$ cat config.mk
export PLATFORM = sky130hd
export DESIGN_NAME = adc_spi_responder
export DESIGN_NICKNAME = d
export VERILOG_FILES = /design/src/rtl/adc_spi_responder.sv
export SDC_FILE = /design/constraint.sdc
export NUM_CORES = 1
export LEC_CHECK = 0
export BUFFER_PORTS_ARGS = -buffer_cell sky130_fd_sc_hd__buf_2
export CAP_MARGIN = 20
export CORE_UTILIZATION = 58
export CTS_CLUSTER_SIZE = 16
export DETAILED_ROUTE_END_ITERATION = 6
export HOLD_SLACK_MARGIN = 0.06
export PLACE_DENSITY_LB_ADDON = 0.25
export SYNTH_ARGS = -nofsm -noshare
export SYNTH_HDL_FRONTEND = slang
export SYNTH_SLANG_ARGS = --single-unit
$ cat constraint.sdc
create_clock -name clk -period 4.4 [get_ports clk]
set_input_delay 0.44 -clock clk [delete_from_list [all_inputs] [get_ports clk]]
set_output_delay 0.44 -clock clk [all_outputs]
set_load 0.1 [all_outputs]
$ cat src/rtl/adc_spi_responder.sv
// adc_spi_responder: SPI far-end model of the gain preamp and dual-channel serial ADC.
`timescale 1ns/1ps
module adc_spi_responder #(
   parameter int         DATA_W      = 14,
   parameter int         PAD_BITS    = 2,
   parameter int         SYNC_STAGES = 2,
   parameter logic [7:0] GAIN_RESET  = 8'h11
) (
   input  logic              clk,
   input  logic              rst_n,
   input  logic              spi_sck,
   input  logic              spi_mosi,
   input  logic              amp_cs,
   input  logic              ad_conv,
   input  logic [DATA_W-1:0] sample_a,
   input  logic [DATA_W-1:0] sample_b,
   output logic              spi_miso,
   output logic              amp_dout,
   output logic [3:0]        gain_a,
   output logic [3:0]        gain_b,
   output logic              gain_valid,
   output logic              gain_err,
   output logic              busy,
   output logic              frame_done,
   output logic              conv_overrun
);
   localparam int FRAME = 3*PAD_BITS + 2*DATA_W;
   localparam int CNT_W = $clog2(FRAME);
   typedef enum logic {IDLE, SHIFT} state_t;
   logic [3:0] sync_q [SYNC_STAGES];
   logic [3:0] sync_d [SYNC_STAGES];
   logic [3:0] dly_q, dly_d, cur;
   logic sck_rise, sck_fall, cs_rise, cs_fall, conv_rise;
   logic [7:0] gain_q, gain_d, gshift_q, gshift_d, dshift_q, dshift_d;
   logic [3:0] gcnt_q, gcnt_d;
   logic cs_act_q, cs_act_d, gain_valid_q, gain_valid_d, gain_err_q, gain_err_d;
   state_t state_q, state_d;
   logic [FRAME-1:0] sr_q, sr_d;
   logic [CNT_W-1:0] bit_cnt_q, bit_cnt_d;
   logic frame_done_q, frame_done_d, conv_overrun_q, conv_overrun_d, last;
   // bit order in the synchronizer: {ad_conv, amp_cs, spi_mosi, spi_sck}
   always_comb begin
      sync_d[0] = {ad_conv, amp_cs, spi_mosi, spi_sck};
      for (int i = 1; i < SYNC_STAGES; i++) sync_d[i] = sync_q[i-1];
      cur   = sync_q[SYNC_STAGES-1];
      dly_d = cur;
   end
   assign sck_rise  =  cur[0] & ~dly_q[0];
   assign sck_fall  = ~cur[0] &  dly_q[0];
   assign cs_rise   =  cur[2] & ~dly_q[2];
   assign cs_fall   = ~cur[2] &  dly_q[2];
   assign conv_rise =  cur[3] & ~dly_q[3];
   // cs_act qualifies cs_rise so the synchronizer filling with an idle-high cs after reset is not a transfer
   always_comb begin
      gain_d       = gain_q;
      gshift_d     = gshift_q;
      dshift_d     = dshift_q;
      gcnt_d       = gcnt_q;
      cs_act_d     = cs_act_q;
      gain_valid_d = 1'b0;
      gain_err_d   = 1'b0;
      if (cs_fall) begin
         cs_act_d = 1'b1;
         gcnt_d   = '0;
         dshift_d = gain_q;
      end else if (cs_rise) begin
         cs_act_d     = 1'b0;
         gain_valid_d = cs_act_q && gcnt_q == 4'd8;
         gain_err_d   = cs_act_q && gcnt_q != 4'd8;
         gain_d       = (cs_act_q && gcnt_q == 4'd8) ? gshift_q : gain_q;
      end else if (cs_act_q) begin
         if (sck_rise) begin
            gshift_d = {gshift_q[6:0], cur[1]};
            gcnt_d   = (gcnt_q == 4'hf) ? gcnt_q : gcnt_q + 4'd1;
         end
         if (sck_fall) dshift_d = {dshift_q[6:0], 1'b0};
      end
   end
   always_comb begin
      state_d        = state_q;
      sr_d           = sr_q;
      bit_cnt_d      = bit_cnt_q;
      last           = state_q == SHIFT && sck_fall && bit_cnt_q == CNT_W'(FRAME-1);
      frame_done_d   = last;
      conv_overrun_d = conv_rise && state_q == SHIFT && !last;
      if (conv_rise) begin
         state_d   = SHIFT;
         bit_cnt_d = '0;
         sr_d      = {{PAD_BITS{1'b0}}, sample_a, {PAD_BITS{1'b0}}, sample_b, {PAD_BITS{1'b0}}};
      end else if (last) begin
         state_d = IDLE;
      end else if (state_q == SHIFT && sck_fall) begin
         bit_cnt_d = bit_cnt_q + CNT_W'(1);
         sr_d      = {sr_q[FRAME-2:0], 1'b0};
      end
   end
   always_ff @(posedge clk or negedge rst_n) begin
      if (!rst_n) begin
         for (int i = 0; i < SYNC_STAGES; i++) sync_q[i] <= '0;
         dly_q          <= '0;
         gain_q         <= GAIN_RESET;
         gshift_q       <= '0;
         dshift_q       <= '0;
         gcnt_q         <= '0;
         cs_act_q       <= 1'b0;
         gain_valid_q   <= 1'b0;
         gain_err_q     <= 1'b0;
         state_q        <= IDLE;
         sr_q           <= '0;
         bit_cnt_q      <= '0;
         frame_done_q   <= 1'b0;
         conv_overrun_q <= 1'b0;
      end else begin
         sync_q         <= sync_d;
         dly_q          <= dly_d;
         gain_q         <= gain_d;
         gshift_q       <= gshift_d;
         dshift_q       <= dshift_d;
         gcnt_q         <= gcnt_d;
         cs_act_q       <= cs_act_d;
         gain_valid_q   <= gain_valid_d;
         gain_err_q     <= gain_err_d;
         state_q        <= state_d;
         sr_q           <= sr_d;
         bit_cnt_q      <= bit_cnt_d;
         frame_done_q   <= frame_done_d;
         conv_overrun_q <= conv_overrun_d;
      end
   end
   assign busy         = state_q == SHIFT;
   assign spi_miso     = busy & sr_q[FRAME-1];
   assign amp_dout     = cs_act_q & dshift_q[7];
   assign gain_a       = gain_q[7:4];
   assign gain_b       = gain_q[3:0];
   assign gain_valid   = gain_valid_q;
   assign gain_err     = gain_err_q;
   assign frame_done   = frame_done_q;
   assign conv_overrun = conv_overrun_q;
endmodule

==> run_results.csv, run 1 <==
group,metric,value,unit
critical_path,path_class,"reg2reg",
synthesis,syn_inst,379,
synthesis,ys_warn_count,0,
routing,drt_first_pass_iters,4,
die,ios,49,
die,die-area,0.00752,sq mm
routing,drc,0,
flow_run,maxCapViolations,0,
global_route,grt_usage,24.9,%
routing,routedWlPerCell,16.8,um
sta,fmax,376,MHz
layout,fillers,526,
critical_path,cpMaxStageDelayCell,"dfrtp_1",
sta,tightestPinTransition,1.15,ns
synthesis,synth.distinct_cells,44,
synthesis,yosys-top-cells-area,"dfrtp_1, mux2_2, a32oi_1, o2111ai_1, o211ai_1",
critical_path,worstPathMaxFanout,31,
layout,drive_gt1_share,26.3,%
die,die_w,86.7,um
die,num_rows,30,
global_route,grt_remaining_overflow,0,
clock_tree,clkLatencyLatePin,0.37,ns
power,p_leak,2.04,nW
sta,finalWorstSetupSlack,1.74,ns
synthesis,ys_async_sr_fraction,100,%
layout,areaGrowthSynthToFinish,11.3,%
global_route,grt_start_max_net_pins,84,
sta,setup_violations,0,
placement,dp_slack,1.80,ns
layout,final_nets,449,
clock_tree,htree_levels,3,
synthesis,netlist_area,0.00416,sq mm
critical_path,start_kind,"flip-flop",
synthesis,syn_nets,419,
die,die_h,86.7,um
sta,slew_viol_final,0,
sta,period_share,60.5,%
sta,tns,0,ns
routing,routed.top_layer,"met4",
critical_path,cpPeakStageDelay,1.02,ns
synthesis,synth_edf_count,0,
synthesis,synth_area_leader_cell,"dfrtp_1",
hold_path,worstHoldPathType,"in2reg",
routing,via_per_inst,6.17,
clock_tree,clkSinkCount,83,
placement,hpwl,5040,um
critical_path,cp_cell_sequence,"nand2b_1 > o2111ai_1 > o211ai_1",
routing,met1_length,4110,um
routing,ant_nets,0,
synthesis,synth_top_area_share,48.7,%
global_route,grt_pass1_wl,14400,um
clock_tree,cts_tree,"done",
die,placeableCoreArea,0.00687,sq mm
critical_path,required,4.64,ns
critical_path,critical_path_buf_inv_count,0,
power,p_per_area,373,mW/mm^2
clock_tree,cts_buffers,9,
clock_tree,clk_pin_slew,0.10,ns
placement,gp_congestion,0.751,
global_route,antenna_found_initial,0,
synthesis,synth_most_common_cell,"dfrtp_1",
critical_path,endpoint_kind,"flip-flop",
synthesis,ys.flop_type,"dfrtp_1",
routing,wl_met3,457,um
synthesis,avgSynthCellArea,11.0,sq um
synthesis,ys_top_cells_by_count,"dfrtp_1, nand2_1, mux2_2",
synthesis,synth-seq-cells,83,
sta,hold_slack,0.164,ns
routing,num_vias,3148,
power,finalPower,1.72,mW
placement,port_buffers,48,
sta,final_hold_viol_count,0,
sta,rsz0062_at_grt,"no",
routing,wl_met2,3910,um
sta,clock_skew,0.0175,ns
die,start_util,60.6,%
critical_path,cp.arrival,2.90,ns
layout,antennaDiodeCount,0,
routing,drt_wl_total,8570,um
sta,period_needed,2.66,ns
clock_tree,cts_buffer_depth,2,
routing,drtIter0Drc,208,
clock_tree,post_cts_buffers,0,
status,status,"finished clean",
critical_path,cp_top_family,"flip-flops",
sta,slew-limit-headroom,23.3,%
power,peakVddDrop,0.213,mV
clock_tree,root_buffer,"clkbuf_8",
global_route,grt_pass1_vias,2927,
synthesis,seq_area_frac_synth,50.0,%
==> stage by stage <==
stage	instances	cell area [sq um]	util, %
5_1_grt	510	4630	67.4
4_1_cts	507	4570	66.6
6_report	510	4630	67.4
3_3_place_gp	491	4380	63.7
3_5_place_dp	491	4380	63.7
2_1_floorplan	379	4160	-
==> flip-flops by register name, indices dropped and copies added (netlist names), 3 cells and up <==
register   cells
gcnt_q         4
dly_q          3
cur            4
gain_q         8
sync_d         4
bit_cnt_q      6
dshift_q       8
sr_q          32
gshift_q       8
==> cell families (layout without fill, tap and decap cells) <==
family | Yosys count | in the layout | synth area share (%)
AOI/OAI and AO/OA | 102 | 102 | 19.8
adders and majority gates | 6 | 6 | 1.80
buffers and inverters | 45 | 80 | 5.11
DFF | 83 | 83 | 50.0
muxes | 35 | 35 | 9.32
and+or+nand+nor | 108 | 108 | 14.0
==> final timing paths <==
kind                                          startpoint                 endpoint  slack [ns]  cells past startpoint
worst min register to register       sync_d[0]$_DFF_PN0_         cur[0]$_DFF_PN0_        0.35                      0
worst min-delay path                            spi_mosi      sync_d[1]$_DFF_PN0_        0.16                      1
max in group asynchronous                          rst_n     sr_q[30]$_DFFE_PN0P_        3.29                      3
min in group asynchronous                          rst_n  gshift_q[0]$_DFFE_PN0P_        0.51                      2
worst max-delay path            bit_cnt_q[5]$_DFFE_PN0P_     sr_q[19]$_DFFE_PN0P_        1.74                      3
worst max register to register  bit_cnt_q[5]$_DFFE_PN0P_     sr_q[19]$_DFFE_PN0P_        1.74                      3
==> layout by cell type, fill, tap and decap left out, types with 9 or more instances in the layout <==
master     synthesis  layout
a32oi_1           27      27
nor2b_1           29      28
o211ai_1          27      27
o2111ai_1         25      25
dfrtp_1           81      81
buf_2              8      47
inv_1             10      10
mux2_2            30      30
nand2_1           43      43
clkbuf_8           0       9
==> area by class of cell <==
cell class	count	area [sq um]	share of cell area, %
clock buffer	9	124	2.68
clock inverter	7	70.1	1.51
inverter	10	37.5	0.811
multi-input combinational	251	1880	40.5
sequential	83	2080	44.9
tap	96	120	2.59
timing repair buffer	54	323	6.97
==> routing by layer <==
layer	global-route usage (%)	vias to the layer above
met5	0	-
met1	37.8	1552
met3	4.86	8
li1	-	1492
met2	36.4	96
met4	7.27	0
==> timing repair <==
action	4_1_cts	5_1_grt
hold endpoints to repair	0	22
gates resized for setup	0	0
hold buffers	0	1
==> power breakdown <==
part           switching [mW]  internal, mW
clock network           0.322         0.221
logic                   0.170         0.119
registers              0.0581         0.835
No activity file was read; power rests on OpenSTA's default activity.
==> inputs of run 2 (changes only) <==
- CORE_UTILIZATION: 58 -> 53
- clock period: 4.4 -> 2.25 ns (I/O delays scaled with it)
==> run_results.csv, run 2 (synthesized netlist as in run 1, its figures left out) <==
group,metric,value,unit
sta,tightestPinTransition,0.571,ns
layout,areaGrowthSynthToFinish,13.0,%
flow_run,maxCapViolations,0,
sta,final_hold_viol_count,0,
sta,slew_viol_final,0,
sta,setup_violations,0,
critical_path,worstPathMaxFanout,20,
routing,routedWlPerCell,16.3,um
routing,ant_nets,0,
critical_path,cp.arrival,2.02,ns
power,peakVddDrop,0.413,mV
layout,regMostFlops,"sr_q",
global_route,grt_remaining_overflow,0,
critical_path,cpMaxStageDelayCell,"dfrtp_1",
layout,mostFrequentLayoutCell,"dfrtp_1",
die,die_h,90.6,um
sta,period_needed,1.81,ns
routing,drt_wl_total,8530,um
global_route,grt_pass1_wl,14600,um
sta,tns,0,ns
routing,drc,0,
hold_path,worstHoldPathType,"in2reg",
critical_path,cpPeakStageDelay,0.56,ns
global_route,grt_start_max_net_pins,84,
layout,antennaDiodeCount,0,
placement,hpwl,5310,um
die,die-area,0.00821,sq mm
critical_path,worstReg2RegStart,"bit_cnt_q[3]$_DFFE_PN0P_",
critical_path,required,2.46,ns
sta,finalWorstSetupSlack,0.436,ns
routing,drt_first_pass_iters,4,
die,num_rows,31,
global_route,grt_usage,22.2,%
layout,final_nets,459,
critical_path,start_kind,"flip-flop",
global_route,grt_pass1_vias,2976,
hold_path,hold_path_end,"sr_q[13]$_DFFE_PN0P_",
routing,drtIter0Drc,269,
layout,drive_gt1_share,26.7,%
sta,fmax,551,MHz
clock_tree,clkLatencyLatePin,0.35,ns
placement,port_buffers,48,
clock_tree,clk_pin_slew,0.09,ns
clock_tree,htree_levels,3,
placement,dp_slack,0.483,ns
critical_path,cp_top_family,"flip-flops",
sta,period_share,80.6,%
critical_path,r2r_slack,0.44,ns
clock_tree,root_buffer,"clkbuf_8",
clock_tree,cts_tree,"done",
die,ios,49,
routing,num_vias,3121,
placement,gp_congestion,0.765,
die,die_w,90.6,um
hold_path,holdPathStages,3,
critical_path,endpoint_kind,"flip-flop",
clock_tree,cts_buffers,9,
sta,slew-limit-headroom,61.8,%
die,placeableCoreArea,0.00741,sq mm
critical_path,path_class,"reg2reg",
layout,mostFrequentLayoutCells,"dfrtp_1, buf_2, nand2_1, mux2_2, nor2b_1",
power,p_leak,2.08,nW
critical_path,r2r_end,"sr_q[21]$_DFFE_PN0P_",
power,p_per_area,712,mW/mm^2
hold_path,min_from,"sample_b[11]",
sta,clock_skew,0.0110,ns
critical_path,r2r_cells,4,
die,start_util,56.2,%
critical_path,critical_path_buf_inv_count,1,
critical_path,cp_cell_sequence,"nand2b_1 > buf_4 > o2111ai_1 > o211ai_1",
routing,via_per_inst,5.97,
clock_tree,clkSinkCount,83,
clock_tree,cts_buffer_depth,2,
layout,largest_register_ffs,32,
sta,rsz0062_at_grt,"no",
clock_tree,post_cts_buffers,0,
global_route,antenna_found_initial,0,
status,status,"finished clean",
==> run 2: worst max-delay path by stage <==
stage,start,end,slack [ns],cells after the start
floorplan,busy$_DFFE_PN0P_,spi_miso,0.16,1
global placement,bit_cnt_q[1]$_DFFE_PN0P_,busy$_DFFE_PN0P_,0.48,5
detailed placement,dly_q[2]$_DFF_PN0_,gain_q[6]$_DFFE_PN0P_,0.48,5
CTS,bit_cnt_q[3]$_DFFE_PN0P_,sr_q[21]$_DFFE_PN0P_,0.45,4
global route,bit_cnt_q[3]$_DFFE_PN0P_,sr_q[29]$_DFFE_PN0P_,0.32,4
finish,bit_cnt_q[3]$_DFFE_PN0P_,sr_q[21]$_DFFE_PN0P_,0.44,4
==> run 2: what timing repair did <==
item	4_1_cts	5_1_grt
hold buffers	5	0
hold endpoints to repair	85	0
endpoints found under the setup margin	0	0
resized for setup	0	0
==> run 2: area by class of cell <==
class,instances,area (sq um)
timing repair buffer,64,400
inverter,10,37.5
clock buffer,11,131
tap,99,124
sequential,83,2080
multi-input combinational,251,1880
fill,595,2710
clock inverter,5,53.8
==> run 2: tightest hold or removal path, stage by stage <==
cell and delay [ns]:
buf_2 0.07, nand2_1 0.04, o211ai_1 0.07
==> run 2: through the flow <==
step,hold WS (ns),utilization [%],instances,area (sq um),total power [mW]
finish,0.0829,63.5,523,4700,3.35
global route,0.0860,63.5,523,4700,3.52
CTS,0.0747,63.5,523,4700,3.38
detailed placement,0.295,60.3,502,4470,2.33
global placement,0.293,60.3,502,4470,2.32
floorplan,-0.0706,-,379,4160,2.18
==> run 2: report_power, final <==
group / switching (mW) / internal (mW) / total [mW]
clock network: 0.525 / 0.510 / 1.04
logic: 0.327 / 0.242 / 0.569
registers: 0.112 / 1.63 / 1.75
total: 0.964 / 2.39 / 3.35
==> run 2: metal layers <==
layer,GRT usage [%],vias up,share of wire [%],routed length (um)
met5,0,-,0,0
met4,7.80,0,0.89,76
met3,4.97,8,4.3,368
met2,32.1,78,46,3960
met1,32.6,1529,48,4120
li1,-,1506,-,-
==> inputs of run 3 (changes only) <==
- CORE_UTILIZATION: 53 -> 58
- clock period: 2.25 -> 1.8 ns (I/O delays scaled with it)
==> run_results.csv, run 3 (synthesized netlist as in run 1, its figures left out) <==
group,metric,value,unit
status,status,"finished clean",
die,placeableCoreArea,0.00687,sq mm
global_route,grt.busiest_layer,"met2",
die,num_rows,30,
placement,placed_cell_area,0.00456,sq mm
global_route,grt_use_met3,6.48,%
layout,final_nets,494,
placement,gp_congestion,0.799,
hold_path,hold_path_end,"sr_q[22]$_DFFE_PN0P_",
layout,drive_gt1_share,28.8,%
sta,tightestPinTransition,0.486,ns
global_route,grt_pass1_vias,3340,
placement,dp_slack,0.0572,ns
sta,rsz0062_at_grt,"no",
layout,seqCellArea,0.00208,sq mm
sta,slew_viol_final,0,
flow_run,maxCapViolations,0,
layout,final_area,0.00507,sq mm
power,p_comb_share,20.2,%
global_route,grtUsageMet1,35.6,%
sta,hold_slack,0.0812,ns
sta,period_share,93.7,%
die,ios,49,
placement,port_buffers,48,
power,power.share.clock,28.3,%
sta,finalWorstSetupSlack,0.113,ns
global_route,grt_usage,26.6,%
sta,clock_skew,0.0105,ns
routing,drc,0,
power,finalPower,4.25,mW
global_route,grt_start_max_net_pins,42,
power,power_frac_seq,51.4,%
layout,fillers,473,
power,internal_power,2.95,mW
routing,num_vias,3386,
power,peakVddDrop,0.496,mV
critical_path,r2r_slack,0.11,ns
critical_path,r2r_cells,7,
die,die-area,0.00752,sq mm
layout,stdcell_count,555,
layout,regMostFlops,"sr_q",
power,p_per_area,839,mW/mm^2
critical_path,path_class,"reg2reg",
placement,dpl.cell_count,507,
routing,drtIter0Drc,285,
global_route,grt_remaining_overflow,0,
power,switching_share,30.5,%
critical_path,required,2.07,ns
critical_path,endpoint_kind,"flip-flop",
sta,tns,0,ns
critical_path,start_kind,"flip-flop",
clock_tree,clkSinkCount,83,
clock_tree,cts_buffers,9,
global_route,use_met2,41.4,%
die,start_util,60.6,%
sta,final_hold_viol_count,0,
sta,setup_violations,0,
placement,hpwl,5550,um
routing,ant_nets,0,
sta,period_needed,1.69,ns
layout,multi_input_area,0.00191,sq mm
die,die_h,86.7,um
layout,largest_register_ffs,32,
critical_path,worstReg2RegStart,"bit_cnt_q[1]$_DFFE_PN0P_",
global_route,antenna_found_initial,0,
layout,final_util,73.8,%
routing,routedWlPerCell,16.8,um
clock_tree,clkLatencyLatePin,0.36,ns
sta,fmax,593,MHz
sta,slew-limit-headroom,67.8,%
die,die_w,86.7,um
clock_tree,cts_tree,"done",
power,p_leak,2.24,nW
layout,mostFrequentLayoutCells,"dfrtp_1, buf_2, nand2_1, mux2_2, nor2b_1",
layout,antennaDiodeCount,0,
hold_path,min_from,"sample_a[4]",
layout,areaGrowthSynthToFinish,21.8,%
critical_path,cp.arrival,1.95,ns
clock_tree,cts_buffer_depth,2,
routing,via_per_inst,6.10,
hold_path,worstHoldPathType,"in2reg",
power,p_sw,1.30,mW
critical_path,r2r_end,"sr_q[5]$_DFFE_PN0P_",
clock_tree,clk_pin_slew,0.08,ns
clock_tree,htree_levels,3,
layout,mostFrequentLayoutCell,"dfrtp_1",
critical_path,worstPathMaxFanout,17,
routing,drt_first_pass_iters,5,
routing,drt_wl_total,9330,um
hold_path,holdPathStages,3,
global_route,grt_pass1_wl,15300,um
clock_tree,root_buffer,"clkbuf_8",
## run 3: cell types whose count changed in the layout (fill, tap and decap cells not counted), moves of 2 or more
cell | previous run | this run
dlygate4sd3_1 | 5 | 27
buf_12 | 2 | 5
or3b_4 | 1 | 3
inv_6 | 0 | 2
clkbuf_1 | 2 | 0
clkinvlp_4 | 0 | 3
buf_4 | 10 | 18
## run 3: power groups by stage
| stage | logic (mW) | registers, mW | clock network, mW |
|---|---|---|---|
| 6_report | 0.860 | 2.19 | 1.20 |
| 5_1_grt | 0.946 | 2.21 | 1.31 |
| 4_1_cts | 0.802 | 2.18 | 1.23 |
| 3_5_place_dp | 0.745 | 2.22 | 0 |
| 3_3_place_gp | 0.717 | 2.21 | 0 |
| 2_1_floorplan | 0.543 | 2.19 | 0 |
## run 3: routing by layer
layer | vias to the layer above | share of wire (%)
met3 | 19 | 5.7
met5 | - | 0
met2 | 140 | 47
met1 | 1647 | 45
met4 | 0 | 2.2
li1 | 1580 | -
## run 3: area by class of cell
cell class,instances,area share [%]
tap,96,2.37
multi-input combinational,253,37.8
sequential,83,41.1
clock buffer,9,2.45
inverter,10,0.741
clock inverter,7,0.988
timing repair buffer,97,14.6
## run 3: what timing repair did
item	CTS	global route
gates resized for setup	1	4
hold buffers	27	0
setup endpoints to repair	4	5
gates cloned	0	2
setup buffers	0	3
endpoints found under the hold margin	57	0
## run 3: how the worst max path moves through the flow
| stage | startpoint | endpoint | slack (ns) |
|---|---|---|---|
| 5_1_grt | bit_cnt_q[1]$_DFFE_PN0P_ | sr_q[19]$_DFFE_PN0P_ | 0.002 |
| 4_1_cts | bit_cnt_q[1]$_DFFE_PN0P_ | busy$_DFFE_PN0P_ | 0.06 |
| 3_5_place_dp | bit_cnt_q[1]$_DFFE_PN0P_ | sr_q[23]$_DFFE_PN0P_ | 0.06 |
| 2_1_floorplan | bit_cnt_q[1]$_DFFE_PN0P_ | sr_q[10]$_DFFE_PN0P_ | 0.20 |
| 3_3_place_gp | bit_cnt_q[1]$_DFFE_PN0P_ | busy$_DFFE_PN0P_ | 0.13 |
| 6_report | bit_cnt_q[1]$_DFFE_PN0P_ | sr_q[5]$_DFFE_PN0P_ | 0.11 |
## run 3: critical path: stages, from the launching register on
cell	delay, ns
dfrtp_1	0.40
inv_1	0.08
ha_2	0.21
nor3b_4	0.29
buf_4	0.18
buf_12	0.14
a32oi_1	0.11
o211ai_1	0.20
